### src/rtl/cmp_pkg.sv
// Shared types and helpers for the magnitude comparator.
//   cmp_res_t     : local compare result of a bit range (gt, eq)
//   cmp_merge()   : combines a more-significant and a less-significant result
//   CMP_RES_IDENT : neutral element of cmp_merge when used as the low half
//   CMP_FLAGS_RST : reset value of the registered {x, y, z} flags
package cmp_pkg;

  typedef struct packed {
    logic gt;
    logic eq;
  } cmp_res_t;

  localparam cmp_res_t   CMP_RES_IDENT = '{gt: 1'b0, eq: 1'b1};
  localparam logic [2:0] CMP_FLAGS_RST = '0;

  // The high half decides unless it is equal, in which case the low half does.
  function automatic cmp_res_t cmp_merge(input cmp_res_t hi, input cmp_res_t lo);
    cmp_res_t r;
    r.gt = hi.gt | (hi.eq & lo.gt);
    r.eq = hi.eq & lo.eq;
    return r;
  endfunction

endpackage

### src/rtl/magnitude_cmp_slice.sv
// One-bit comparator slice. Purely combinational.
//   i_a, i_b : one bit of each operand
//   o_res    : local result (gt = a>b, eq = a==b) for this bit
module magnitude_cmp_slice
  import cmp_pkg::*;
(
  input  logic     i_a,
  input  logic     i_b,
  output cmp_res_t o_res
);

  always_comb begin
    o_res.gt = i_a & ~i_b;
    o_res.eq = ~(i_a ^ i_b);
  end

endmodule

### src/rtl/magnitude_comparator.sv
// Registered magnitude comparator: one result per qualified input, 1-cycle latency.
//   clk, rst_n  : clock, asynchronous active-low reset
//   in_valid    : qualifies a and b this cycle
//   a, b        : WIDTH-bit operands (two's complement when SIGNED=1)
//   x, y, z     : registered one-hot flags a>b, a==b, a<b (held while idle)
//   out_valid   : registered copy of in_valid
module magnitude_comparator
  import cmp_pkg::*;
#(
  parameter int unsigned WIDTH  = 1,
  parameter logic        SIGNED = 1'b0
) (
  input  logic             clk,
  input  logic             rst_n,
  input  logic             in_valid,
  input  logic [WIDTH-1:0] a,
  input  logic [WIDTH-1:0] b,
  output logic             x,
  output logic             y,
  output logic             z,
  output logic             out_valid
);

  // Leaf count rounded up to a power of two so the tree is a full binary tree.
  localparam int unsigned LEVELS = (WIDTH > 1) ? $clog2(WIDTH) : 0;
  localparam int unsigned P      = 1 << LEVELS;

  logic [WIDTH-1:0] w_a_adj;
  logic [WIDTH-1:0] w_b_adj;
  logic             w_gt;
  logic             w_eq;
  logic             r_x;
  logic             r_y;
  logic             r_z;
  logic             r_valid;

  // Flipping both sign bits maps two's complement order onto unsigned order.
  always_comb begin
    w_a_adj            = a;
    w_b_adj            = b;
    w_a_adj[WIDTH-1]   = a[WIDTH-1] ^ SIGNED;
    w_b_adj[WIDTH-1]   = b[WIDTH-1] ^ SIGNED;
  end

  // Heap-ordered tree: node 1 is the root, node k has children 2k (more
  // significant) and 2k+1 (less significant). Leaf P+i holds bit WIDTH-1-i,
  // so padding leaves sit below the LSB and merge as the identity.
  cmp_res_t w_node [1:2*P-1];

  genvar gi;
  generate
    for (gi = 0; gi < P; gi++) begin : g_leaf
      if (gi < WIDTH) begin : g_bit
        magnitude_cmp_slice u_slice (
          .i_a   (w_a_adj[WIDTH-1-gi]),
          .i_b   (w_b_adj[WIDTH-1-gi]),
          .o_res (w_node[P+gi])
        );
      end else begin : g_pad
        assign w_node[P+gi] = CMP_RES_IDENT;
      end
    end

    for (gi = 1; gi < P; gi++) begin : g_merge
      assign w_node[gi] = cmp_merge(w_node[2*gi], w_node[2*gi+1]);
    end
  endgenerate

  assign w_gt = w_node[1].gt;
  assign w_eq = w_node[1].eq;

  always_ff @(posedge clk or negedge rst_n) begin
    if (!rst_n) begin
      {r_x, r_y, r_z} <= CMP_FLAGS_RST;
      r_valid         <= 1'b0;
    end else begin
      r_valid <= in_valid;
      if (in_valid) begin
        r_x <= w_gt;
        r_y <= w_eq;
        r_z <= ~w_gt & ~w_eq;
      end
    end
  end

  assign x         = r_x;
  assign y         = r_y;
  assign z         = r_z;
  assign out_valid = r_valid;

endmodule

### config.mk
export PLATFORM = sky130hd
export DESIGN_NAME = magnitude_comparator
export DESIGN_NICKNAME = d
export VERILOG_FILES = /design/src/rtl/cmp_pkg.sv /design/src/rtl/magnitude_cmp_slice.sv /design/src/rtl/magnitude_comparator.sv
export SDC_FILE = /design/constraint.sdc
export NUM_CORES = 1
export LEC_CHECK = 0
export ABC_AREA = 1
export BUFFER_PORTS_ARGS = -buffer_cell sky130_fd_sc_hd__buf_2
export CORE_AREA = 2 2 39 41
export DETAILED_ROUTE_END_ITERATION = 7
export DIE_AREA = 0 0 41 43
export PLACE_DENSITY = 0.43
export SLEW_MARGIN = 20
export SYNTH_ARGS = -nofsm -noshare
export SYNTH_HDL_FRONTEND = slang
export SYNTH_SLANG_ARGS = --single-unit
### constraint.sdc
create_clock -name clk -period 0.8 [get_ports clk]
set_input_delay 0.16 -clock clk [delete_from_list [all_inputs] [get_ports clk]]
set_output_delay 0.16 -clock clk [all_outputs]
set_load 0.01 [all_outputs]
==> results by group, run 1 <==
Run status
  • Status: finished, violations left
  • Failing checks: setup timing

Pwr
  • Pwr Total: between 0.5 and 0.6 mW
  • Clock share of power: 0.445
  • Register share of total power: 0.407
  • Leakage power: ~0.17 nW
  • P per Cell Area: 1980 mW/mm2
  • Peak VDD IR: 0.404 mV
  • Switching part of the total: 0.231
  • P_int: 0.431 mW
  • Logic pwr share: 0.147
  • P_sw: around 0.13 mW

Clock tree
  • Clk_lat worst skew: roughly 0.23 ns
  • CTS tree: done
  • Max H-tree Level: 1
  • CTS sink cnt: 4
  • Total CTS buffers: 3
  • Clock-pin slew on the worst setup and hold paths: 0.04 ns
  • Clock root buffer: clkbuf_4
  • Clk buf depth: 2

Run
  • Max_cap viols: 0

Synthesis
  • Avg Inst Size Synth: 9.45 um2
  • Synthesized instance count: 18
  • #FFs+latches synth: 4
  • Seq/Total Area, Yosys: 0.588
  • Synth unique cells: 5
  • Yosys Warn Count: 0
  • Syn nets: 25
  • Syn Std Cell Area: 170 um2

Min path
  • Worst hold path class: input pin to register

Detailed routing
  • Initial drt markers: 3
  • Met2 WL: between 100 and 150 um
  • Wl on met1: 191 um
  • Residual DRC: 0
  • Number of routed nets with antenna violations: 0
  • DR vias: 150
  • Vias/cell: 3.19
  • Metal3 WL: approximately 53 um
  • Average wire per standard cell: 8.13 um
  • DRT Pass-1 Iters: 2
  • Top sig layer: met3
  • Routed WL: 382 um

STA
  • Unrepaired setup endpoints after global routing: yes
  • Final Cycle Share: 1.12
  • Pins Over Slew Limit: 0
  • Worst hold slack: between 0.1 and 0.15 ns
  • Minimum clock period: 0.899 ns
  • Worst Tran Pin Value: approximately 0.10 ns
  • # setup viols final: 4
  • Skew final: 0 ns
  • Final hold viol count: 0
  • Final worst slack: -0.0992 ns
  • Max-slew headroom: 0.932
  • F_max: 1.11 GHz

Global routing
  • Largest net degree at the start of global routing: 6
  • Grt total ovfl: 0
  • Initial antenna violation count: 0
  • First-pass GRT wire length: 634 um
  • Number of global-route vias before repair: roughly 180
  • GRT Resource Usage Total: 0.0602

Critical path
  • Endpoint type of the worst setup path: output pin
  • Crit path launch type: register
  • WP buf/inv: 1
  • Critical setup path kind: register to output pin
  • CP arrival: 0.74 ns
  • Worst stage delay on the critical path: around 0.38 ns
  • CP max FO: 2
  • Largest delay contributor family on the critical path: flip-flops
  • Slowest cell on crit path: dfrtp_1
  • CP cell instances: buf_6
  • Required time worst endpoint: 0.64 ns

Finish
  • Finished Layout Cells: 47
  • Most frequent cells in the layout: nand2_1, buf_2, dfrtp_1
  • Layout Utilization: 0.204
  • Synth-to-layout area growth: 66.2%
  • Commonest non-fill, non-tap cell in the layout: nand2_1
  • Share of layout cells above drive strength 1: 0.419
  • # diodes: 0
  • Net count, final: 40

Placed design
  • Post-detail-place hpwl: 312 um
  • Placed cell count: 42
  • Dpl ws: 0.00665 ns
  • RePlAce Congestion: 0.582
  • Port Buffer Count: 8

Die
  • Initial Utilization: 0.123
  • Die span in y: 43 um
  • Die Wd: 41 um
  • Die area: 0.00176 mm2
  • IO Count: 9
  • Core area: between 0.001 and 0.0015 mm2
  • Site Rows: 14
cells in the mapped netlist:
cell	number	area, um2
nand2_1	9	33.8
dfrtp_1	4	100
ha_1	2	25.0
inv_1	2	7.51
inv_2	1	3.75
sequential cells by signal, summed over array words and instances, names as in the netlist:
signal,count
z,1
out_valid,1
x,1
y,1
through the flow:
step,instance area (um2),setup TNS [ns]
2_1_floorplan,170,0
3_3_place_gp,230,0
3_5_place_dp,230,0
4_1_cts,270,-0.427
5_1_grt,283,-0.490
6_report,283,-0.360
power by group through the flow:
| stage | sequential, mW | clock (mW) | combinational (mW) |
|---|---|---|---|
| 6_report | 0.228 | 0.250 | 0.0827 |
| 3_5_place_dp | 0.231 | 0 | 0.0677 |
| 3_3_place_gp | 0.230 | 0 | 0.0659 |
| 4_1_cts | 0.228 | 0.266 | 0.0777 |
| 2_1_floorplan | 0.238 | 0 | 0.0199 |
| 5_1_grt | 0.231 | 0.276 | 0.0954 |
path summary, 6_finish.rpt:
path / from / to / slack (ns) / cells after the start
min in group asynchronous: rst_n / y / 0.27 / 2
worst max-delay path: x / x / -0.1 / 1
worst max register to register: z / z / 0.10 / 3
worst min-delay path: in_valid / out_valid / 0.11 / 1
max in group asynchronous: rst_n / x / 0.41 / 2
worst min register to register: y / y / 0.47 / 2
worst reg2reg max path, cell delays in order, from the launching register on:
cell,delay (ns)
dfrtp_1,0.36
buf_4,0.13
nand2_1,0.05
nand2_1,0.04
cells by family after synthesis:
group | count (synthesis) | synth area share
and+or+nand+nor | 9 | 0.199
adders and majority gates | 2 | 0.147
buffers and inverters | 3 | 0.0662
DFF | 4 | 0.588
final cells by class:
cell class	count	area, um2
clock buffer	3	22.5
timing repair buffer	10	70.1
inverter	3	11.3
fill	167	1100
sequential	4	100
multi-input combinational	11	58.8
tap	16	20.0
per-layer routing:
metal | vias up | global-route usage
met5 | - | 0
met1 | 62 | 0.0675
li1 | 79 | -
met2 | 9 | 0.0656
met4 | 0 | 0.0800
met3 | 0 | 0.0314
repair_timing:
action | in CTS | in global routing
pin swaps | 0 | 0
endpoints found under the hold margin | 4 | 0
setup buffers | 1 | 0
resized for setup | 0 | 2
setup endpoints to repair | 4 | 4
hold buffers | 1 | 0
Note: power is estimated with default switching activity, not from simulation.
==> run 2: changes to the inputs <==
ABC_AREA = 0   (was 1)
HOLD_SLACK_MARGIN = 0.05   (was default)
==> results by group, run 2 <==
Run status
  • Status: finished, violations left
  • Failing checks: setup timing

STA
  • # setup viols final: 6 (+2)
  • Unrepaired setup endpoints after global routing: yes
  • Setup_tns: -0.466 ns (-0.106 ns)
  • Final worst slack: -0.0963 ns (+0.00289 ns)
  • Worst Tran Pin Value: 0.100 ns (-0.00235 ns)
  • Max-slew headroom: 0.933 (+0.00157)
  • Minimum clock period: 0.896 ns (-0.00289 ns)
  • Pins Over Slew Limit: 0 (unchanged)
  • Final Cycle Share: 1.12 (-0.00361)
  • F_max: 1.12 GHz (+0.32%)
  • Skew final: 0 ns (unchanged)
  • Final hold viol count: 0 (unchanged)

Min path
  • Hold path cells: 1 (unchanged)
  • Worst hold path class: input pin to register
  • Worst hold start: in_valid
  • Hold worst-path end: out_valid

Clock tree
  • CTS sink cnt: 4 (unchanged)
  • Clock-pin slew on the worst setup and hold paths: 0.04 ns (about the same)
  • Post-cts resize count: 0 (unchanged)
  • CTS tree: done
  • Clk_lat worst skew: 0.23 ns (about the same)
  • Clock root buffer: clkbuf_4
  • Total CTS buffers: 3 (unchanged)
  • Max H-tree Level: 1 (unchanged)
  • Clk buf depth: 2 (unchanged)

Die
  • IO Count: 9 (unchanged)
  • Die Wd: 41 um (unchanged)
  • Die area: 0.00176 mm2 (unchanged)
  • Die span in y: 43 um (unchanged)
  • Initial Utilization: 0.120 (-0.00271)
  • Core area: 0.00138 mm2 (unchanged)
  • Site Rows: 14 (unchanged)

Global routing
  • Number of global-route vias before repair: 119 (-33%)
  • Initial antenna violation count: 0 (unchanged)
  • Grt total ovfl: 0 (unchanged)
  • First-pass GRT wire length: 510 um (-20%)
  • Largest net degree at the start of global routing: 5 (-1)
  • GRT Resource Usage Total: 0.0534 (-0.00687)

Critical path
  • Crit path launch type: register
  • Critical setup path kind: register to output pin
  • Endpoint type of the worst setup path: output pin
  • Worst stage delay on the critical path: 0.37 ns (about the same)
  • Worst r2r dst: y
  • Required time worst endpoint: 0.64 ns (about the same)
  • R2r startpoint: y
  • CP max FO: 2 (unchanged)
  • WP buf/inv: 1 (unchanged)
  • R2R depth: 2 (-1)
  • CP arrival: 0.74 ns (about the same)
  • R2R setup slack: -0.07 ns (-0.17 ns)
  • Largest delay contributor family on the critical path: flip-flops
  • Slowest cell on crit path: dfrtp_1
  • CP cell instances: buf_2

Detailed routing
  • Wl on met1: 162 um (-15%)
  • Initial drt markers: 1 (-2)
  • Residual DRC: 0 (unchanged)
  • Number of routed nets with antenna violations: 0 (unchanged)
  • Met2 WL: 116 um (-15%)
  • DR vias: 128 (-15%)
  • Metal3 WL: 69 um (+30%)
  • Average wire per standard cell: 8.63 um (+6.2%)
  • Top sig layer: met4
  • Routed WL: 354 um (-7.3%)
  • Vias/cell: 3.12 (-2.2%)
  • DRT Pass-1 Iters: 2 (unchanged)

Finish
  • # diodes: 0 (unchanged)
  • Most frequent cells in the layout: buf_2, dfrtp_1, clkbuf_4
  • Synth-to-layout area growth: 66.9%
  • Design Area, Final: 278 um2 (-1.8%)
  • Commonest non-fill, non-tap cell in the layout: buf_2
  • Finished Layout Cells: 41 (-13%)
  • Share of layout cells above drive strength 1: 0.680 (+0.261)
  • Net count, final: 34 (-15%)

Synthesis
  • Syn Std Cell Area: 166 um2 (-2.2%)
  • Synthesized instance count: 11 (-7)
  • Seq/Total Area, Yosys: 0.602 (+0.0133)
  • EDFF count, synth: 0 (unchanged)
  • Synth unique cells: 4 (-1)
  • #FFs+latches synth: 4 (unchanged)
  • Area leader, netlist: dfrtp_1
  • Ranking of synthesized cells by area: dfrtp_1, mux2_2, ha_1
  • Yosys Warn Count: 0 (unchanged)
  • Avg Inst Size Synth: 15.1 um2 (+60%)
  • Syn nets: 18 (-28%)
  • Post-synth top cells: dfrtp_1, mux2_2, ha_1, inv_1
  • Top-area cell type share of the netlist area: 0.602 (+0.0133)
  • Asr flop ratio synth: 1.00 (unchanged)
  • Synth Flop Type: dfrtp_1
  • Most numerous cell in the Yosys netlist: dfrtp_1

Placed design
  • Placed Area: 230 um2 (unchanged)
  • RePlAce Congestion: 0.537 (-7.7%)
  • Port Buffer Count: 8 (unchanged)
  • Post-detail-place hpwl: 274 um (-12%)
  • Placed cell count: 35 (-17%)

Pwr
  • Peak VDD IR: 0.291 mV (-28%)
  • Leakage power: 0.153 nW (-7.7%)
  • P per Cell Area: 2050 mW/mm2 (+3.5%)
  • Pwr Total: 0.570 mW (+1.7%)

Run
  • Max_cap viols: 0 (unchanged)
-- run 2: cells by family after synthesis --
kind of cell / count (synthesis) / share of synthesized area
buffers and inverters: 2 / 0.0451
muxes: 3 / 0.203
adders and majority gates: 2 / 0.150
DFF: 4 / 0.602
-- run 2: what timing repair did --
action	in CTS	in global routing
endpoints found under the hold margin	4	0
hold buffers	1	0
setup endpoints to repair	4	6
setup buffers	2	0
-- run 2: per-stage QoR --
stage / setup slack, ns / util / hold slack [ns]
2_1_floorplan: 0.00442 / - / -0.136
3_3_place_gp: -0.117 / 0.166 / -0.0369
3_5_place_dp: -0.143 / 0.166 / -0.0312
4_1_cts: -0.104 / 0.201 / 0.100
5_1_grt: -0.126 / 0.201 / 0.106
6_report: -0.0963 / 0.201 / 0.110
-- run 2: worst reg2reg max path: cells and delay by family, from the launching register on --
family | cells | cell delay, ns
DFF | 1 | 0.37
muxes | 1 | 0.25
buffers and inverters | 1 | 0.13
-- run 2: report_power, final --
part	internal (mW)	total [mW]	switching [mW]	leakage [nW]
Sequential	0.223	0.231	0.00854	0.0491
Combinational	0.0593	0.0984	0.0391	0.0903
Clock	0.167	0.241	0.0735	0.0138
-- run 2: worst max-delay path by stage --
stage | end | startpoint | depth (start not counted) | slack (ns)
after floorplan | y | a | 3 | 0.004
after global placement | y | a | 4 | -0.12
after detailed placement | y | a | 4 | -0.14
after CTS | z | z | 1 | -0.10
after global routing | y | y | 1 | -0.13
final | z | z | 1 | -0.1
-- run 2: layout make-up --
class	count	area, um2
flip-flops and latches	4	100
repair buffers	11	65.1
inverters	2	7.51
clock buffers	3	22.5
multi-input cells	5	62.6
well taps	16	20.0
fillers	158	1110
-- run 2: per-layer routing --
layer | track usage | vias to the layer above
li1 | - | 63
met1 | 0.0617 | 54
met2 | 0.0406 | 9
met3 | 0.0471 | 2
met4 | 0.0800 | 0
met5 | 0 | -
